### config.mk
export PLATFORM = sky130hd
export DESIGN_NAME = eeprom_i2c_slave
export DESIGN_NICKNAME = d
export VERILOG_FILES = /design/src/rtl/eeprom_pkg.sv /design/src/rtl/i2c_bus_cond.sv /design/src/rtl/eeprom_i2c_slave.sv
export SDC_FILE = /design/constraint.sdc
export NUM_CORES = 1
export LEC_CHECK = 0
export BUFFER_PORTS_ARGS = -buffer_cell sky130_fd_sc_hd__buf_2
export CAP_MARGIN = 20
export CORE_ASPECT_RATIO = 0.75
export CORE_UTILIZATION = 60
export CTS_CLUSTER_DIAMETER = 40
export DETAILED_ROUTE_END_ITERATION = 16
export GPL_TIMING_DRIVEN = 0
export PLACE_DENSITY = 0.84
export RECOVER_POWER = 100
export REMOVE_ABC_BUFFERS = 1
export SLEW_MARGIN = 20
export SYNTH_ARGS = -nofsm -noshare
export SYNTH_HDL_FRONTEND = slang
export SYNTH_SLANG_ARGS = --single-unit
### constraint.sdc
create_clock -name clk -period 4.09 [get_ports clk]
set_clock_uncertainty 0.05 [all_clocks]
set_input_delay 0.6135 -clock clk [delete_from_list [all_inputs] [get_ports clk]]
set_output_delay 0.6135 -clock clk [all_outputs]
set_load 0.02 [all_outputs]
### src/rtl/eeprom_pkg.sv
// Shared types and constants for the I2C EEPROM emulator.
package eeprom_pkg;

  // One-hot FSM states; state_code() folds them to 3 bits for debug.
  typedef enum logic [6:0] {
    S_IDLE    = 7'b0000001,
    S_DEV     = 7'b0000010,
    S_ADDR_HI = 7'b0000100,
    S_ADDR_LO = 7'b0001000,
    S_WRITE   = 7'b0010000,
    S_READ    = 7'b0100000,
    S_IGNORE  = 7'b1000000
  } state_t;

  localparam logic [1:0] MODE_7BIT  = 2'd0;
  localparam logic [1:0] MODE_11BIT = 2'd1;
  localparam logic [1:0] MODE_16BIT = 2'd2;

  localparam logic [3:0] DEV_CODE = 4'b1010;

  function automatic logic [2:0] state_code(input state_t s);
    case (s)
      S_IDLE:    return 3'd0;
      S_DEV:     return 3'd1;
      S_ADDR_HI: return 3'd2;
      S_ADDR_LO: return 3'd3;
      S_WRITE:   return 3'd4;
      S_READ:    return 3'd5;
      S_IGNORE:  return 3'd6;
      default:   return 3'd0;
    endcase
  endfunction

endpackage

### src/rtl/i2c_bus_cond.sv
// I2C pin filter, START/STOP detection, bit counter and ACK-slot tracking.
module i2c_bus_cond #(
  parameter int FILT = 4
) (
  input  logic       clk,
  input  logic       rst,
  input  logic       en,
  input  logic       sda_i,
  input  logic       scl,
  output logic       start,
  output logic       stop,
  output logic       bit_fall,
  output logic       byte_done,
  output logic       ack_rise,
  output logic       ack_done,
  output logic       sda_lvl,
  output logic [2:0] bit_cnt,
  output logic [7:0] din
);

  localparam int H = FILT / 2;
  // Older samples low, newer samples high: a clean rising edge.
  localparam logic [FILT-1:0] RISE_PAT = {{(FILT-H){1'b0}}, {H{1'b1}}};
  localparam logic [FILT-1:0] FALL_PAT = ~RISE_PAT;

  logic [FILT-1:0] sda_sh, scl_sh;
  logic            last, in_ack;
  logic            scl_high, scl_rise, scl_fall, sda_rise, sda_fall;

  assign scl_high = &scl_sh;
  assign sda_lvl  = &sda_sh;
  assign scl_rise = en && (scl_sh == RISE_PAT);
  assign scl_fall = en && (scl_sh == FALL_PAT);
  assign sda_rise = en && (sda_sh == RISE_PAT);
  assign sda_fall = en && (sda_sh == FALL_PAT);

  assign start     = sda_fall && scl_high;
  assign stop      = sda_rise && scl_high;
  assign bit_fall  = scl_fall && !last && !in_ack;
  assign byte_done = scl_fall && last;
  assign ack_rise  = scl_rise && in_ack;
  assign ack_done  = scl_fall && in_ack;

  // Pin filter shift registers; idle bus reads as all ones.
  always_ff @(posedge clk or posedge rst) begin
    if (rst) begin
      sda_sh <= '1;
      scl_sh <= '1;
    end else if (en) begin
      sda_sh <= {sda_sh[FILT-2:0], sda_i};
      scl_sh <= {scl_sh[FILT-2:0], scl};
    end
  end

  // Bit counter: 8 data rises mark the byte, next fall opens the ACK slot.
  always_ff @(posedge clk or posedge rst) begin
    if (rst) begin
      bit_cnt <= 3'd7;
      last    <= 1'b0;
      in_ack  <= 1'b0;
    end else if (start || stop) begin
      bit_cnt <= 3'd7;
      last    <= 1'b0;
      in_ack  <= 1'b0;
    end else if (scl_rise && !in_ack) begin
      if (bit_cnt == 3'd0) last <= 1'b1;
      else                 bit_cnt <= bit_cnt - 3'd1;
    end else if (scl_fall) begin
      if (last) begin
        last   <= 1'b0;
        in_ack <= 1'b1;
      end else if (in_ack) begin
        in_ack  <= 1'b0;
        bit_cnt <= 3'd7;
      end
    end
  end

  // Data shifter, MSB first, sampled at filtered SCL rise.
  always_ff @(posedge clk) begin
    if (scl_rise && !in_ack) din <= {din[6:0], sda_lvl};
  end

endmodule

### src/rtl/eeprom_i2c_slave.sv
// I2C serial-EEPROM emulator: protocol FSM, address logic and save-RAM port.
module eeprom_i2c_slave
  import eeprom_pkg::*;
#(
  parameter int ADDR_W = 13,
  parameter int PAGE_W = 4,
  parameter int FILT   = 4
) (
  input  logic              clk,
  input  logic              rst,
  input  logic              en,
  input  logic [1:0]        mode,
  input  logic [ADDR_W-1:0] mask,
  input  logic              wp,
  input  logic              sda_i,
  input  logic              scl,
  output logic              sda_o,
  output logic [ADDR_W-1:0] ram_addr,
  output logic [7:0]        ram_d,
  output logic              ram_wr,
  output logic              ram_rd,
  input  logic [7:0]        ram_q,
  output logic [2:0]        state_o
);

  localparam logic [15:0] AMASK = 16'((32'd1 << ADDR_W) - 32'd1);
  localparam logic [15:0] PMASK = 16'((32'd1 << PAGE_W) - 32'd1);

  state_t      state, state_n;
  logic [15:0] addr, addr_n;
  logic [7:0]  dout, din;
  logic [2:0]  bit_cnt;
  logic        sda_n, wr_n, rd_n, inc_n, inc_p, mslot, mslot_n;
  logic        vld_p1, vld_p2;
  logic        start, stop, bit_fall, byte_done, ack_rise, ack_done, sda_lvl;

  // Sequential reads roll over the whole RAM.
  function automatic logic [15:0] addr_inc(input logic [15:0] a);
    return (a + 16'd1) & AMASK;
  endfunction

  // Page writes only advance the in-page offset.
  function automatic logic [15:0] page_inc(input logic [15:0] a);
    return (a & ~PMASK) | ((a + 16'd1) & PMASK);
  endfunction

  i2c_bus_cond #(.FILT(FILT)) u_bus (
    .clk       (clk),
    .rst       (rst),
    .en        (en),
    .sda_i     (sda_i),
    .scl       (scl),
    .start     (start),
    .stop      (stop),
    .bit_fall  (bit_fall),
    .byte_done (byte_done),
    .ack_rise  (ack_rise),
    .ack_done  (ack_done),
    .sda_lvl   (sda_lvl),
    .bit_cnt   (bit_cnt),
    .din       (din)
  );

  assign ram_addr = addr[ADDR_W-1:0] & mask;
  assign state_o  = state_code(state);

  // Next-state, address and bus-drive decisions per bus event.
  always_comb begin
    state_n = state;
    addr_n  = addr;
    sda_n   = sda_o;
    wr_n    = 1'b0;
    rd_n    = 1'b0;
    inc_n   = 1'b0;
    mslot_n = mslot;
    if (inc_p) addr_n = page_inc(addr);
    if (start) begin
      state_n = S_DEV;
      sda_n   = 1'b1;
      mslot_n = 1'b0;
    end else if (stop) begin
      state_n = S_IDLE;
      sda_n   = 1'b1;
      mslot_n = 1'b0;
    end else if (byte_done) begin
      sda_n = 1'b1;
      case (state)
        S_DEV: begin
          if (mode == MODE_7BIT) addr_n[6:0] = din[7:1];
          if (mode != MODE_7BIT && din[7:4] != DEV_CODE) begin
            state_n = S_IGNORE;
          end else begin
            if (mode == MODE_11BIT) addr_n[10:8] = din[3:1];
            sda_n = 1'b0;
            if (din[0]) begin
              state_n = S_READ;
              rd_n    = 1'b1;
            end else if (mode == MODE_7BIT)  state_n = S_WRITE;
            else if (mode == MODE_11BIT)     state_n = S_ADDR_LO;
            else                             state_n = S_ADDR_HI;
          end
        end
        S_ADDR_HI: begin
          addr_n[15:8] = din;
          sda_n        = 1'b0;
          state_n      = S_ADDR_LO;
        end
        S_ADDR_LO: begin
          addr_n[7:0] = din;
          sda_n       = 1'b0;
          state_n     = S_WRITE;
        end
        S_WRITE: begin
          sda_n = 1'b0;
          wr_n  = ~wp;
          inc_n = 1'b1;
        end
        S_READ:  mslot_n = 1'b1;
        default: ;
      endcase
    end else if (ack_rise && mslot) begin
      if (!sda_lvl) begin
        addr_n = addr_inc(addr);
        rd_n   = 1'b1;
      end else begin
        state_n = S_IGNORE;
      end
    end else if (ack_done) begin
      mslot_n = 1'b0;
      sda_n   = (state == S_READ) ? dout[7] : 1'b1;
    end else if (bit_fall && state == S_READ) begin
      sda_n = dout[bit_cnt];
    end
  end

  // Control and strobe registers; ram_d captures each received write byte.
  always_ff @(posedge clk or posedge rst) begin
    if (rst) begin
      state  <= S_IDLE;
      addr   <= '0;
      sda_o  <= 1'b1;
      ram_wr <= 1'b0;
      ram_rd <= 1'b0;
      ram_d  <= '0;
      inc_p  <= 1'b0;
      mslot  <= 1'b0;
      vld_p1 <= 1'b0;
      vld_p2 <= 1'b0;
    end else if (en) begin
      state  <= state_n;
      addr   <= addr_n;
      sda_o  <= sda_n;
      ram_wr <= wr_n;
      ram_rd <= rd_n;
      inc_p  <= inc_n;
      mslot  <= mslot_n;
      // read-latency stage 1 -> 2
      vld_p1 <= ram_rd;
      vld_p2 <= vld_p1;
      if (inc_n) ram_d <= din;
    end
  end

  // Read data lands two clocks after the ram_rd strobe.
  always_ff @(posedge clk) begin
    if (en && vld_p2) dout <= ram_q;
  end

endmodule

==> flow_summary.json, run 1 <==
{
  "endpoint_kind": "flop",
  "routedWlPerCell_microns": 17.7,
  "clock_sinks": 64,
  "num_vias": 2984,
  "initial_utilization": 0.622,
  "clock.fmax_ghz": 0.308,
  "ys_async_sr_fraction": 0.750,
  "outcome": "finished, violations left",
  "maxSlewHeadroom": -0.0558,
  "die-area_sq_mm": 0.00633,
  "grt_max_degree": 31,
  "cts_tree": "done",
  "ir_drop_mv": 0.213,
  "cp_max_fo": 23,
  "setup_tns_ps": 0,
  "cts_buffers": 9,
  "slowest_stage": "and2_0",
  "fin_crit_sh": 0.794,
  "dp_worst_setup_slack_ps": 782,
  "yosys_warnings": 0,
  "post_drt_via_cell_ratio": 6.35,
  "drv_cap": 1,
  "cp_slowest_stage_delay_ps": 770,
  "antenna_found_initial": 0,
  "grt_pass1_vias": 2922,
  "ys_seq_elements": 64,
  "rsz0062_at_grt": "no",
  "dpl.hpwl_mm": 5.91,
  "areaGrowthSynthToFinish_pct": 12.3,
  "leakage_uw": 0.00165,
  "firstDrtPassIters": 5,
  "gr-total-overflow": 0,
  "final_cell_mix": "dfrtp_1 (35), buf_2 (28), clkbuf_1 (28), mux2_2 (27), nor2_1 (20)",
  "synth_top_area_share": 0.243,
  "synth_largest_area_cell": "dfrtp_1",
  "r2r_start": "u_bus.scl_sh[2]",
  "syn_inst": 340,
  "dr_wl_met3_microns": 677,
  "port_buffers": 55,
  "synth_edf_count": 16,
  "crit_path_start": "en",
  "cp_num_buf_inv": 1,
  "cp_data_arrival_time_ps": 3430,
  "required_ps": 4280,
  "cts_setup_buffers": 0,
  "crit_chain": "buf_2 > and3_1 > and2_0 > nand4_1 > mux2_2",
  "ys_types": 67,
  "ant_nets": 0,
  "slew_violations": 31,
  "finalSetupViolCount": 0,
  "initialDrtViolationCount": 244,
  "cts_max_level": 3,
  "syn_avg_cell_area_sq_um": 10.6,
  "antenna_cells": 0,
  "drt-met1-wl_mm": 3.68,
  "finalPower_uw": 1690,
  "tightest_slew_ps": 1580,
  "top_layer": "met4",
  "critPathKind": "in2reg",
  "min_period_ps": 3250,
  "hold_violations": 0,
  "wirelength_mm": 8.32,
  "clockBufferDepth": 2,
  "violations": "capacitance limit, slew limit",
  "core_area_sq_mm": 0.00580,
  "synthTopCellsByArea": "dfrtp_1 (24%), edfxtp_1 (13%), dfstp_2 (9.5%)",
  "track_usage": 0.293,
  "multi_input_area_sq_mm": 0.00174,
  "clkLatencyLatePin_ps": 350,
  "die_width_microns": 91.5,
  "drc": 0,
  "gp_congestion": 0.846,
  "final_common_cell": "dfrtp_1",
  "ioPinCount": 56,
  "cts_hold_buf": 0,
  "r2r_slack_ps": 1020,
  "grt_pass1_wl_mm": 14.3,
  "power.density_mw_per_mm2": 418,
  "setup_ws_ps": 844,
  "nFillCells": 446,
  "cp-start-kind": "input pin",
  "drive_gt1_frac": 0.245,
  "hp-class": "in2async",
  "seqCellArea_sq_mm": 0.00170,
  "root_buffer": "clkbuf_8",
  "critPathTopFamily": "simple AND/OR/NAND/NOR gates",
  "cts_resized": 0,
  "ys.flop_type": "dfrtp_1",
  "row_count": 24,
  "dr_wl_met2_mm": 3.79,
  "seq_area_frac_synth": 0.471,
  "fp.dieH_microns": 69.2,
  "syn_area_sq_mm": 0.00361,
  "clk_pin_slew_ps": 80,
  "num-nets-final": 419
}
[stage by stage]
stage               hold WS [ps]  area (sq um)  instances  utilization
floorplan                    413          3520        320            -
global placement             432          3900        453        0.672
detailed placement           442          3920        454        0.676
CTS                          219          4130        470        0.713
global route                 369          4050        470        0.699
finish                       333          4050        470        0.699
[final cells by class]
cell class / count / area share
inverter: 14 / 0.0130
timing repair buffer: 56 / 0.0605
tap: 78 / 0.0241
multi-input combinational: 242 / 0.430
sequential: 64 / 0.419
clock buffer: 9 / 0.0306
clock inverter: 7 / 0.0232
[Yosys cell counts (5+ instances only)]
master	n
dfstp_2	13
nand4_1	11
o21ai_0	14
and2_1	17
nor4_1	6
mux2_2	27
a21oi_1	13
dfrtp_1	35
edfxtp_1	16
nor2_1	20
a22oi_1	6
nand3_1	6
and3_1	5
inv_1	14
clkbuf_1	16
nand2_1	19
xnor2_1	6
[routing by layer]
layer / track usage / vias up
li1: - / 1380
met1: 0.415 / 1456
met2: 0.427 / 128
met3: 0.0717 / 20
met4: 0.134 / 0
met5: 0 / -
[path summary, 6_finish.rpt]
check / endpoint / cells after the start
setup / recovery: ram_d[0] / 5
setup reg to reg: ram_d[0] / 4
hold / removal: ram_wr / 2
max in group asynchronous: addr[0] / 3
hold reg to reg: addr[11] / 1
min in group clk: dout[4] / 1
[state kept, by name, summed over array words and instances (netlist names)]
name and flops:
u_bus.sda_sh 4, u_bus.din 8, u_bus.scl_sh 4, ram_d 8, u_bus.last 1, state 7
ram_wr 1, vld_p2 1, vld_p1 1, addr 13, sda_o 1, inc_p 1
ram_rd 1, u_bus.bit_cnt 3, dout 8, mslot 1, u_bus.in_ack 1
[logic make-up (layout without fill, tap and decap cells)]
logic type                 Yosys count  in the layout  share of synthesized area
and+or+nand+nor                    119            119                      0.194
AOI/OAI and AO/OA                   83             83                      0.171
DFF                                 64             64                      0.471
buffers and inverters               34             86                     0.0378
muxes                               30             30                     0.0995
xor gates and xnor gates             7              7                     0.0170
adders and majority gates            3              3                     0.0104
[power by group]
| part | leakage (uW) | switching (uW) | internal (uW) | total (uW) |
|---|---|---|---|---|
| clock | 0.000107 | 261 | 343 | 604 |
| combinational | 0.000800 | 137 | 128 | 265 |
| sequential | 0.000739 | 85.8 | 738 | 824 |
| total | 0.00165 | 484 | 1210 | 1690 |
No activity file was read; power rests on OpenSTA's default activity.
==> inputs of run 2 (changes only) <==
--- a/config.mk
+++ b/config.mk
@@ -8,11 +8,11 @@
 export BUFFER_PORTS_ARGS = -buffer_cell sky130_fd_sc_hd__buf_2
 export CAP_MARGIN = 20
 export CORE_ASPECT_RATIO = 0.75
-export CORE_UTILIZATION = 60
+export CORE_UTILIZATION = 51
 export CTS_CLUSTER_DIAMETER = 40
 export DETAILED_ROUTE_END_ITERATION = 16
 export GPL_TIMING_DRIVEN = 0
-export PLACE_DENSITY = 0.84
+export PLACE_DENSITY = 0.76
 export RECOVER_POWER = 100
 export REMOVE_ABC_BUFFERS = 1
 export SLEW_MARGIN = 20
==> constraint.sdc (replaced) <==
create_clock -name clk -period 2.7 [get_ports clk]
set_clock_uncertainty 0.05 [all_clocks]
set_input_delay 0.405 -clock clk [delete_from_list [all_inputs] [get_ports clk]]
set_output_delay 0.405 -clock clk [all_outputs]
set_load 0.02 [all_outputs]
==> run 2 against run 1 <==
- the flow now finishes without violations
- first-iteration DRC count grew 9.8%
- highest routed layer unchanged
- setup slack worse by 710 ps
- core utilization fell by 9.5 points
- non-clock buffer count is 3 higher
- cell count grew 1.9%
- global-route usage down 4.4 points
- critical endpoint is now state_o[0]
- die area is 17% higher
- wire length increased by 2.9%
- clock power up 52%
==> flow_summary.json, run 2 (synthesis gave the netlist of run 1 again) <==
{
  "required_ps": 2250,
  "gr-total-overflow": 0,
  "regToRegEndpoint": "state[4]",
  "critPathKind": "reg2out",
  "clockBufferDepth": 2,
  "outcome": "finished, final reports clean",
  "cts_tree": "done",
  "clock_sinks": 64,
  "firstDrtPassIters": 5,
  "r2r_start": "u_bus.sda_sh[0]",
  "drc": 0,
  "areaGrowthSynthToFinish_pct": 14.5,
  "clock.fmax_ghz": 0.390,
  "endpoint_kind": "output port",
  "drive_gt1_frac": 0.276,
  "cts_buffers": 9,
  "cp_max_fo": 7,
  "dpl.hpwl_mm": 5.90,
  "die-area_sq_mm": 0.00742,
  "regMostFlops": "addr",
  "power.density_mw_per_mm2": 627,
  "wirelength_mm": 8.56,
  "worstHoldStart": "wp",
  "grt_pass1_wl_mm": 13.9,
  "finalPower_uw": 2590,
  "port_buffers": 55,
  "hp-class": "in2reg",
  "core_area_sq_mm": 0.00683,
  "cts_max_level": 3,
  "clk_pin_slew_ps": 70,
  "ant_nets": 0,
  "num_vias": 3045,
  "seqCellArea_sq_mm": 0.00170,
  "maxSlewHeadroom": 0.344,
  "antenna_found_initial": 0,
  "leakage_uw": 0.00167,
  "initial_utilization": 0.528,
  "gp_congestion": 0.832,
  "hold_violations": 0,
  "fin_hold_ws_ps": 170,
  "largest_register_ffs": 13,
  "slew_violations": 0,
  "worstHoldEndpoint": "ram_wr",
  "clkLatencyLatePin_ps": 350,
  "grt_max_degree": 33,
  "antenna_cells": 0,
  "die_width_microns": 99.1,
  "fin_crit_sh": 0.951,
  "drv_cap": 0,
  "cp_data_arrival_time_ps": 2110,
  "ir_drop_mv": 0.331,
  "routedWlPerCell_microns": 17.9,
  "initialDrtViolationCount": 268,
  "fp.dieH_microns": 74.8,
  "post_drt_via_cell_ratio": 6.36,
  "rsz0062_at_grt": "no",
  "finalSetupViolCount": 0,
  "min_period_ps": 2570,
  "r2r_slack_ps": 220,
  "tightest_slew_ps": 971,
  "root_buffer": "clkbuf_8",
  "final_common_cell": "dfrtp_1",
  "final_cell_mix": "dfrtp_1 (35), buf_2 (29), mux2_2 (27), clkbuf_1 (24), nor2_1 (19)",
  "nFillCells": 582,
  "row_count": 26,
  "num-nets-final": 422,
  "multi_input_area_sq_mm": 0.00178,
  "cp-start-kind": "flop",
  "post-route-util": 0.605,
  "ioPinCount": 56,
  "holdPathStages": 2,
  "track_usage": 0.249,
  "grt_pass1_vias": 2735,
  "r2r_cells": 4
}
run 2: final cells by class:
cell class                      count  share of cell area
Tap cell                           84              0.0254
Multi-Input combinational cell    242               0.432
Inverter                           14              0.0127
Timing Repair Buffer               59              0.0660
Clock inverter                      7              0.0227
Clock buffer                        9              0.0300
Sequential cell                    64               0.411
run 2: worst max-delay path, stage by stage (launching register included):
cell	delay [ps]
dfrtp_1	480
or4_4	610
nor3_1	320
or2_2	190
clkbuf_2	160
run 2: layer usage:
metal	global-route usage	part of all wire	vias to the layer above
li1	-	-	1392
met1	0.337	0.46	1466
met2	0.386	0.44	161
met3	0.0752	0.081	26
met4	0.0931	0.024	0
met5	0	0	-
run 2: worst max-delay path by stage:
stage / to / slack, ps / startpoint
floorplan: state[2] / 320 / state[2]
global placement: ram_d[7] / -410 / en
detailed placement: ram_d[3] / -480 / en
CTS: state[4] / 80 / state[2]
global route: ram_d[3] / 70 / en
finish: state_o[0] / 130 / state[2]
run 2: what timing repair did:
| item | in CTS | in global routing |
|---|---|---|
| endpoints found under the hold margin | 16 | 0 |
| hold buffers | 1 | 0 |
| gates resized for setup | 1 | 5 |
| pin swaps | 1 | 0 |
| setup endpoints to repair | 12 | 7 |
| buffers inserted | 2 | 0 |
run 2: stage by stage:
stage / setup TNS, ps / instances / area [sq um] / worst slack (ps)
2_1_floorplan: 0 / 320 / 3520 / 322
3_5_place_dp: -5160 / 460 / 3920 / -477
4_1_cts: 0 / 479 / 4170 / 78.3
3_3_place_gp: -4000 / 459 / 3900 / -407
6_report: 0 / 479 / 4130 / 133
5_1_grt: 0 / 479 / 4130 / 65.6
run 2: power by group:
group / switching [uW] / internal [uW] / leakage (uW) / total, uW
clock: 398 / 519 / 0.000106 / 917
sequential: 139 / 1120 / 0.000739 / 1260
combinational: 216 / 199 / 0.000827 / 415
